**src/rtl/qos_csr_bank.sv**
```systemverilog
// qos_csr_bank: host CSR block for the TS QoS core, with staged/committed config, saturating error counters, W1C events and a maskable irq
module qos_csr_bank #(
  parameter int N_CH      = 4,
  parameter int CH_W      = 3,
  parameter int CNT_W     = 8,
  parameter int TIMER_W   = 20,
  parameter int TIMER_DEF = 1000000
) (
  input  logic                   clk,
  input  logic                   rst,
  input  logic                   mm_write_en,
  input  logic                   mm_read_en,
  input  logic [7:0]             mm_addr,
  input  logic [31:0]            mm_wdata,
  output logic [31:0]            mm_rdata,
  output logic                   mm_rdata_valid,
  output logic                   mm_err,
  output logic                   fallback_enable,
  output logic                   manual_enable,
  output logic [CH_W-1:0]        manual_channel,
  output logic [N_CH*CH_W-1:0]   channel_priority,
  output logic [TIMER_W-1:0]     reset_timer,
  output logic                   valid_config,
  output logic                   irq,
  input  logic [CH_W-1:0]        active_channel,
  input  logic [N_CH-1:0]        signal_present,
  input  logic [N_CH-1:0]        error_inc
);
  localparam logic [CNT_W-1:0]   CMAX = '1;
  localparam logic [TIMER_W-1:0] TDEF = TIMER_W'(TIMER_DEF);
  logic                 r_fb_s, r_man_s, r_ien_s, r_fb_a, r_man_a, r_ien_a;
  logic                 r_vcfg, r_irq, r_rvalid, r_err;
  logic [CH_W-1:0]      r_mch_s, r_mch_a;
  logic [N_CH*CH_W-1:0] r_prio_s, r_prio_a;
  logic [TIMER_W-1:0]   r_tmr_s, r_tmr_a;
  logic [31:0]          r_rdata, w_rdata;
  logic                 w_rd_ok, w_wr_ok, w_commit, w_w1c;
  logic [N_CH-1:0]      r_ev_loss, r_ev_sat, r_mk_loss, r_mk_sat, r_sp, r_sp_d;
  logic [N_CH-1:0]      w_clr, w_sat_set, w_loss_set, w_w1c_l, w_w1c_s;
  logic [CNT_W-1:0]     r_cnt [N_CH];
  logic [CNT_W-1:0]     w_nxt [N_CH];

  assign w_wr_ok    = mm_addr < 8'h08 && mm_addr != 8'h04;
  assign w_commit   = mm_write_en && mm_addr == 8'h03;
  assign w_w1c      = mm_write_en && mm_addr == 8'h05;
  assign w_w1c_l    = w_w1c ? mm_wdata[N_CH-1:0] : '0;
  assign w_w1c_s    = w_w1c ? mm_wdata[8 +: N_CH] : '0;
  assign w_clr      = (mm_write_en && mm_addr == 8'h07) ? mm_wdata[N_CH-1:0] : '0;
  // signal_present is registered once before edge detection, so a drop lands in EVENT one edge after it is sampled
  assign w_loss_set = r_sp_d & ~r_sp;

  always_comb begin
    for (int k = 0; k < N_CH; k++) begin
      w_nxt[k]     = w_clr[k] ? CNT_W'(error_inc[k]) :
                     (error_inc[k] && r_cnt[k] != CMAX) ? r_cnt[k] + 1'b1 : r_cnt[k];
      w_sat_set[k] = error_inc[k] && w_nxt[k] == CMAX && (w_clr[k] || r_cnt[k] != CMAX);
    end
  end

  always_comb begin
    w_rdata = '0;
    w_rd_ok = 1'b1;
    case (mm_addr)
      8'h00: begin
        w_rdata[2:0]      = {r_ien_s, r_man_s, r_fb_s};
        w_rdata[4 +: CH_W] = r_mch_s;
      end
      8'h01: w_rdata[N_CH*CH_W-1:0] = r_prio_s;
      8'h02: w_rdata[TIMER_W-1:0]   = r_tmr_s;
      8'h04: begin
        w_rdata[CH_W-1:0]  = active_channel;
        w_rdata[8 +: N_CH] = signal_present;
      end
      8'h05: begin
        w_rdata[N_CH-1:0]  = r_ev_loss;
        w_rdata[8 +: N_CH] = r_ev_sat;
      end
      8'h06: begin
        w_rdata[N_CH-1:0]  = r_mk_loss;
        w_rdata[8 +: N_CH] = r_mk_sat;
      end
      default: w_rd_ok = 1'b0;
    endcase
    for (int k = 0; k < N_CH; k++) begin
      if (mm_addr == 8'(16 + k)) begin
        w_rdata = 32'(r_cnt[k]);
        w_rd_ok = 1'b1;
      end
    end
  end

  always_ff @(posedge clk or negedge rst) begin
    if (!rst) begin
      r_rdata  <= '0;
      r_rvalid <= 1'b0;
      r_err    <= 1'b0;
    end else begin
      r_rvalid <= mm_read_en;
      r_err    <= (mm_read_en && !w_rd_ok) || (mm_write_en && !w_wr_ok);
      if (mm_read_en) r_rdata <= w_rd_ok ? w_rdata : '0;
    end
  end

  always_ff @(posedge clk or negedge rst) begin
    if (!rst) begin
      {r_fb_s, r_man_s, r_ien_s, r_fb_a, r_man_a, r_ien_a, r_vcfg} <= '0;
      r_mch_s  <= '0;
      r_mch_a  <= '0;
      r_prio_s <= '0;
      r_prio_a <= '0;
      r_tmr_s  <= TDEF;
      r_tmr_a  <= TDEF;
    end else begin
      if (mm_write_en && mm_addr == 8'h00) begin
        {r_ien_s, r_man_s, r_fb_s} <= mm_wdata[2:0];
        r_mch_s <= mm_wdata[4 +: CH_W];
      end
      if (mm_write_en && mm_addr == 8'h01) r_prio_s <= mm_wdata[N_CH*CH_W-1:0];
      if (mm_write_en && mm_addr == 8'h02) r_tmr_s <= mm_wdata[TIMER_W-1:0];
      if (w_commit) begin
        {r_ien_a, r_man_a, r_fb_a} <= {r_ien_s, r_man_s, r_fb_s};
        r_mch_a  <= r_mch_s;
        r_prio_a <= r_prio_s;
        r_tmr_a  <= r_tmr_s;
      end
      r_vcfg <= w_commit;
    end
  end

  always_ff @(posedge clk or negedge rst) begin
    if (!rst) begin
      r_sp      <= '0;
      r_sp_d    <= '0;
      r_ev_loss <= '0;
      r_ev_sat  <= '0;
      r_mk_loss <= '0;
      r_mk_sat  <= '0;
      r_irq     <= 1'b0;
      r_cnt     <= '{default: '0};
    end else begin
      r_sp      <= signal_present;
      r_sp_d    <= r_sp;
      // a hardware set wins over a simultaneous W1C of the same bit
      r_ev_loss <= (r_ev_loss & ~w_w1c_l) | w_loss_set;
      r_ev_sat  <= (r_ev_sat & ~w_w1c_s) | w_sat_set;
      if (mm_write_en && mm_addr == 8'h06) begin
        r_mk_loss <= mm_wdata[N_CH-1:0];
        r_mk_sat  <= mm_wdata[8 +: N_CH];
      end
      r_irq     <= r_ien_a && |((r_ev_loss & r_mk_loss) | (r_ev_sat & r_mk_sat));
      for (int k = 0; k < N_CH; k++) r_cnt[k] <= w_nxt[k];
    end
  end

  assign mm_rdata         = r_rdata;
  assign mm_rdata_valid   = r_rvalid;
  assign mm_err           = r_err;
  assign fallback_enable  = r_fb_a;
  assign manual_enable    = r_man_a;
  assign manual_channel   = r_mch_a;
  assign channel_priority = r_prio_a;
  assign reset_timer      = r_tmr_a;
  assign valid_config     = r_vcfg;
  assign irq              = r_irq;
endmodule

```
**config.mk**
```make
export PLATFORM = sky130hd
export DESIGN_NAME = qos_csr_bank
export DESIGN_NICKNAME = d
export VERILOG_FILES = /design/src/rtl/qos_csr_bank.sv
export SDC_FILE = /design/constraint.sdc
export NUM_CORES = 1
export LEC_CHECK = 0
export CAP_MARGIN = 20
export CORE_MARGIN = 2
export CORE_UTILIZATION = 45
export CTS_CLUSTER_DIAMETER = 150
export DETAILED_ROUTE_END_ITERATION = 8
export GPL_TIMING_DRIVEN = 0
export PLACE_DENSITY = 0.78
export SYNTH_ARGS = -nofsm -noshare
export SYNTH_HDL_FRONTEND = slang
export SYNTH_SLANG_ARGS = --single-unit
```
**constraint.sdc**
```tcl
create_clock -name clk -period 2.1 [get_ports clk]
set_input_delay 0.21 -clock clk [delete_from_list [all_inputs] [get_ports clk]]
set_output_delay 0.21 -clock clk [all_outputs]
set_load 0.05 [all_outputs]
```
==> metrics, run 1 <==
status finished, final reports clean; non-filler cells, final 1049; gr usage total 23.24%; Yosys cell types 68; Die Y 133.6 um; die width 133.6 um; setup violators final 0; routed wirelength normalized by instance count 19.26 um; number of CTS-inserted buffers 17; R2R Path End r_ev_sat[1]; CTS Buffer Depth 2; top cells by count, synth dfrtp_1 (142), mux2_2 (81), nand2_1 (52), nor2_1 (39), o21ai_0 (35); most frequent cell after synthesis dfrtp_1; Worst-Margin Slew 623.2 ps; clk_skew 5.381 ps; Final Hold Viols 0; Max-Cap Viols 0; YS warnings 0; Area Growth Syn to Fin 27.49%; reg-to-reg startpoint r_cnt[17]; drt first pass iters 6; Post-synth ARST share 100.0%; post-synthesis cell count 680; first-pass GRT wire length 31.82 mm; Initial Util 45.76%; Vias 6035; R2R setup slack 110 ps; R2R depth 6; area of the mapped netlist 7561 um^2; period utilization 99.39%; clock root cell clkbuf_16; Port Buffers 101; VDD IR-drop max 0.6140 mV; largest net degree at the start of global routing 100; max-slew violations 0; Hold Crit Class in2reg; #FFs+latches synth 156; post-route ant nets 0; top cells by area, synth dfrtp_1 (47%), mux2_2 (12%), dfstp_2 (4.9%); WHS 154.7 ps; Reg clk slew, reported paths 60 ps; worst hold path depth 3; vias in the first global route 5851; Hold Crit Endpoint r_cnt[25]; top cell type's share of synthesized area 47.00%; Hold Path Origin error_inc[0]; type of origin of the critical path primary input; core area 16520 um^2; Clk Latency, worst-skew pair 430 ps; Slew headroom 58.45%; HPWL after detailed placement 14.33 mm; area taken by multi-input logic gates 3400 um^2; Synth area leader dfrtp_1; final wirelength 20.20 mm; post-synthesis sequential area ratio 51.86%; nets 875; placer congestion estimate 0.9406; fmax 479.1 MHz; Crit Path Category in2reg; Mapped Avg Cell Area 11.12 um^2; Worst EP required 2420 ps; Tot Pwr 8.151 mW; grt ovf 0; Most used DFF post-synth dfrtp_1; fraction of layout cells with a size suffix above 1 23.28%; number of I/O pins 128; CTS HTree Levels 4; pre-CTS setup slack -812.7 ps; post-route minimum period 2087 ps; num rows 47; Leak Pwr 4.302 nW; DP Cell Count 1013; die area 17860 um^2; pwr/cell area 845.6 nW/um^2; Critical Path End Type flip-flop; number of antenna violations at the first check in global routing 0; Final WS setup 12.82 ps; setup repair after global routing missed its margin yes; WP data arrival 2410 ps; Reg area 3924 um^2; DR DRC count 0; clock sinks 156; CTS tree yes; filler instances 1318; EDFF count, synth 0; ANT cells 0; vias per cell 5.753; worst-path fanout max 10; Iter 0 DRT Violations 543
-- layout make-up --
cell class / count / area share, %
flip-flops and latches: 156 / 40.71
multi-input cells: 462 / 35.27
repair buffers: 112 / 11.64
clock buffers: 20 / 4.530
well taps: 220 / 2.856
plain buffers: 43 / 2.609
clock inverters: 12 / 1.441
inverters: 24 / 0.9476
-- flip-flops by register name, summed over array words and instances (netlist names) --
register	count
irq	1
mm_rdata_valid	1
r_ien_a	1
r_fb_s	1
manual_enable	1
r_cnt	32
channel_priority	12
reset_timer	20
mm_rdata	20
manual_channel	3
r_ev_loss	4
fallback_enable	1
r_sp	4
r_prio_s	12
r_mch_s	3
r_man_s	1
r_sp_d	4
r_ien_s	1
r_ev_sat	4
r_mk_sat	4
r_mk_loss	4
mm_err	1
r_tmr_s	20
valid_config	1
-- where the power goes --
part,internal [mW],leakage [nW],switching (mW)
sequential,3.31,2.01,0.394
clock,1.76,0.280,1.28
combinational,0.589,2.01,0.814
total,5.66,4.30,2.49
-- worst max-delay path, cell delays in order --
cell             delay [ps]
clkdlybuf4s50_1         580
buf_2                   340
buf_1                   530
mux2i_1                 350
o221ai_1                160
a22o_1                  230
-- per-layer routing --
metal  global-route usage (%)  wire [um]  vias up
met3                    6.393       1581       49
li1                         -          -     2729
met5                        0          0        -
met4                    10.22        585        0
met2                    36.80       9650      304
met1                    30.02       8382     2953
-- logic make-up (layout without fill, tap and decap cells) --
logic type | Yosys count | count (layout) | share of synthesized area [%]
compound gates | 135 | 135 | 12.41
xor+xnor | 12 | 12 | 1.390
fa+ha+maj | 4 | 4 | 0.6619
buf+inv | 73 | 211 | 4.584
flops | 156 | 156 | 51.86
mux | 105 | 105 | 15.84
other cells | 1 | 12 | 0.04960
simple gates | 194 | 194 | 13.21
-- worst max path at each step --
stage | end | start | cells past startpoint
3_5_place_dp | r_fb_s | mm_addr[7] | 6
4_1_cts | channel_priority[8] | mm_addr[7] | 9
2_1_floorplan | channel_priority[10] | mm_addr[7] | 7
6_report | mm_rdata[10] | mm_addr[0] | 6
5_1_grt | r_ev_sat[1] | r_cnt[16] | 6
3_3_place_gp | channel_priority[0] | rst | 1
-- placed cells by master (no fill, tap or decap), drive strengths merged, types with 6 or more instances in the layout --
| master | count |
|---|---|
| and4 | 6 |
| xnor2 | 11 |
| nand4 | 11 |
| o21ai | 36 |
| clkdlybuf4s50 | 98 |
| clkbuf | 39 |
| nand2 | 53 |
| a31oi | 9 |
| nor3 | 9 |
| buf | 35 |
| and3 | 7 |
| inv | 27 |
| nor2 | 39 |
| nand3 | 34 |
| mux2 | 90 |
| mux2i | 15 |
| dfrtp | 142 |
| dfstp | 14 |
| conb | 12 |
| nor2b | 6 |
| clkinv | 6 |
| a21oi | 17 |
| a22o | 14 |
-- repair_timing --
item                                    4_1_cts  5_1_grt
gates cloned                                  0        0
hold buffers                                  1        0
pin swaps                                     3        0
hold endpoints to repair                     57        0
setup buffers                                 6        3
endpoints found under the setup margin      103       41
gates resized for setup                      18       11
-- through the flow --
step	util [%]	setup TNS (ps)	instance area, um^2
3_3_place_gp	53.79	-914090	8889
2_1_floorplan	-	0	7602
4_1_cts	58.13	-497.9	9605
6_report	58.33	0	9639
5_1_grt	58.33	-110.1	9639
3_5_place_dp	53.96	-72370	8917
No activity file was read; power rests on OpenSTA's default activity.
==> inputs of run 2 (changes only) <==
CORE_UTILIZATION = 53   (was 45)
PLACE_DENSITY = 0.89   (was 0.78)
==> metrics, run 2 (synthesis results as in run 1) <==
status finished with violations; failing checks DRC, setup timing; num rows 43 (-8.5%); CP peak stage delay 570 ps (about the same); routed wirelength normalized by instance count 20.69 um (+7.4%); HPWL after detailed placement 14.29 mm (-0.25%); CTS tree yes; Clk Latency, worst-skew pair 440 ps (about the same); first-pass GRT wire length 32.84 mm (+3.2%); Critical Path End Type flip-flop; Critical-path top delay cell or4_4; largest net degree at the start of global routing 106 (+6.0%); drt first pass iters 7 (+1); most frequent cell on the critical path buf_4; final wirelength 20.88 mm (+3.3%); crit path cell chain clkdlybuf4s50_1 > or4_4 > buf_4 > nor3_4 > buf_4 > nand3_2 > buf_6 > mux2_2; type of origin of the critical path primary input; placer congestion estimate 0.9942 (+5.7%); Worst-Margin Slew 630.4 ps (+7.190 ps); clk_skew 10.26 ps (+4.881 ps); Vias 6161 (+2.1%); Worst EP required 2420 ps (about the same); register with the most flip-flops r_cnt; core area 13930 um^2 (-16%); Die Y 123.4 um (-7.6%); Reg clk slew, reported paths 60 ps (about the same); Slew headroom 57.97% (-0.48 points); max FFs per register 32 (unchanged); post-route minimum period 2100 ps (+13.23 ps); most frequent cells in the layout dfrtp_1 (140), clkdlybuf4s50_1 (99), mux2_2 (81); Iter 0 DRT Violations 782 (+44%); grt ovf 0 (unchanged); Hold Crit Class in2reg; clock sinks 156 (unchanged); vias in the first global route 6043 (+3.3%); gr usage total 28.97% (+5.7 points); VDD IR-drop max 0.7182 mV (+17%); fmax 476.1 MHz (-0.63%); most common cell after layout, fill and taps aside dfrtp_1; Crit Path Category in2reg; max-slew violations 0 (unchanged); setup violators final 1 (+1); CTS Buffer Depth 2 (unchanged); DR DRC count 2 (+2); clock root cell clkbuf_16; worst-path fanout max 10 (unchanged); post-route cell area 9599 um^2 (-0.42%); Final WS setup -0.4057 ps (-13.23 ps); number of I/O pins 128 (unchanged); Port Buffers 101 (unchanged); die width 123.4 um (-7.6%); period utilization 100.0% (+0.63 points); vias per cell 6.106 (+6.1%); nets 875 (unchanged); number of CTS-inserted buffers 17 (unchanged); Final Hold Viols 0 (unchanged); post-route ant nets 0 (unchanged); WP data arrival 2420 ps (about the same); Max-Cap Viols 0 (unchanged); fraction of layout cells with a size suffix above 1 24.00% (+0.72 points); die area 15240 um^2 (-15%); Placed Area 8867 um^2 (-0.56%); number of antenna violations at the first check in global routing 0 (unchanged); WHS 134.8 ps (-19.97 ps); ANT cells 0 (unchanged); Area Growth Syn to Fin 26.96%; Leak Pwr 4.302 nW (about the same); pwr/cell area 850.1 nW/um^2 (+0.53%); Initial Util 54.26% (+8.5 points); CTS HTree Levels 4 (unchanged)
## run 2: metrics by stage
| step | cells | setup TNS [ps] | utilization, % | power, mW | setup slack (ps) |
|---|---|---|---|---|---|
| final | 1009 | -0.4057 | 68.89 | 8.160 | -0.4057 |
| after global routing | 1009 | -46.45 | 68.89 | 8.489 | -12.04 |
| after CTS | 1009 | -528.1 | 68.43 | 8.127 | -63.16 |
| after detailed placement | 973 | -73120 | 63.63 | 5.102 | -823.5 |
| after global placement | 972 | -875390 | 63.43 | 5.054 | -5351 |
| after floorplan | 691 | 0 | - | 4.585 | 118.7 |
## run 2: power by group
group          internal (mW)  leakage, nW  total (mW)  switching [mW]
logic                  0.589         2.00        1.41           0.818
registers               3.31         2.01        3.72           0.414
clock network           1.69        0.284        3.03            1.35
total                   5.58         4.30        8.16            2.58
## run 2: final cells by class
| cell class | instances | area, um^2 |
|---|---|---|
| Buffer | 44 | 265.3 |
| Clock buffer | 18 | 439.2 |
| Clock inverter | 14 | 133.9 |
| Fill cell | 979 | 4335 |
| Inverter | 24 | 91.34 |
| Multi-Input combinational cell | 462 | 3412 |
| Sequential cell | 156 | 3924 |
| Tap cell | 180 | 225.2 |
| Timing Repair Buffer | 111 | 1109 |
## run 2: critical path, delay by kind of cell
| kind | cells | cell delay (ps) |
|---|---|---|
| buffers and inverters | 4 | 1020 |
| and+or+nand+nor | 3 | 900 |
| muxes | 1 | 280 |
## run 2: path summary, 6_finish.rpt
kind | from | endpoint | slack, ps | depth (start not counted)
worst max-delay path | mm_addr[7] | r_prio_s[4] | -0.4 | 8
worst min-delay path | error_inc[0] | r_cnt[25] | 130 | 3
worst max register to register | r_cnt[0] | r_ev_sat[3] | 80 | 6
worst min register to register | r_sp[0] | r_sp_d[0] | 380 | 0
max in group asynchronous | rst | r_tmr_s[19] | 940 | 3
min in group asynchronous | rst | r_cnt[27] | 290 | 2
## run 2: routing by layer
layer	part of all wire (%)	track usage (%)
met1	41	38.39
met2	47	45.30
met3	8.3	6.827
met4	3.6	13.42
met5	0	0
## run 2: timing repair
item                                   CTS  global route
setup endpoints to repair               97            53
buffers inserted                         5             3
gates resized for setup                 16            18
cloned                                   0             0
hold buffers                             1             0
pin swaps                                1             2
endpoints found under the hold margin   49             0
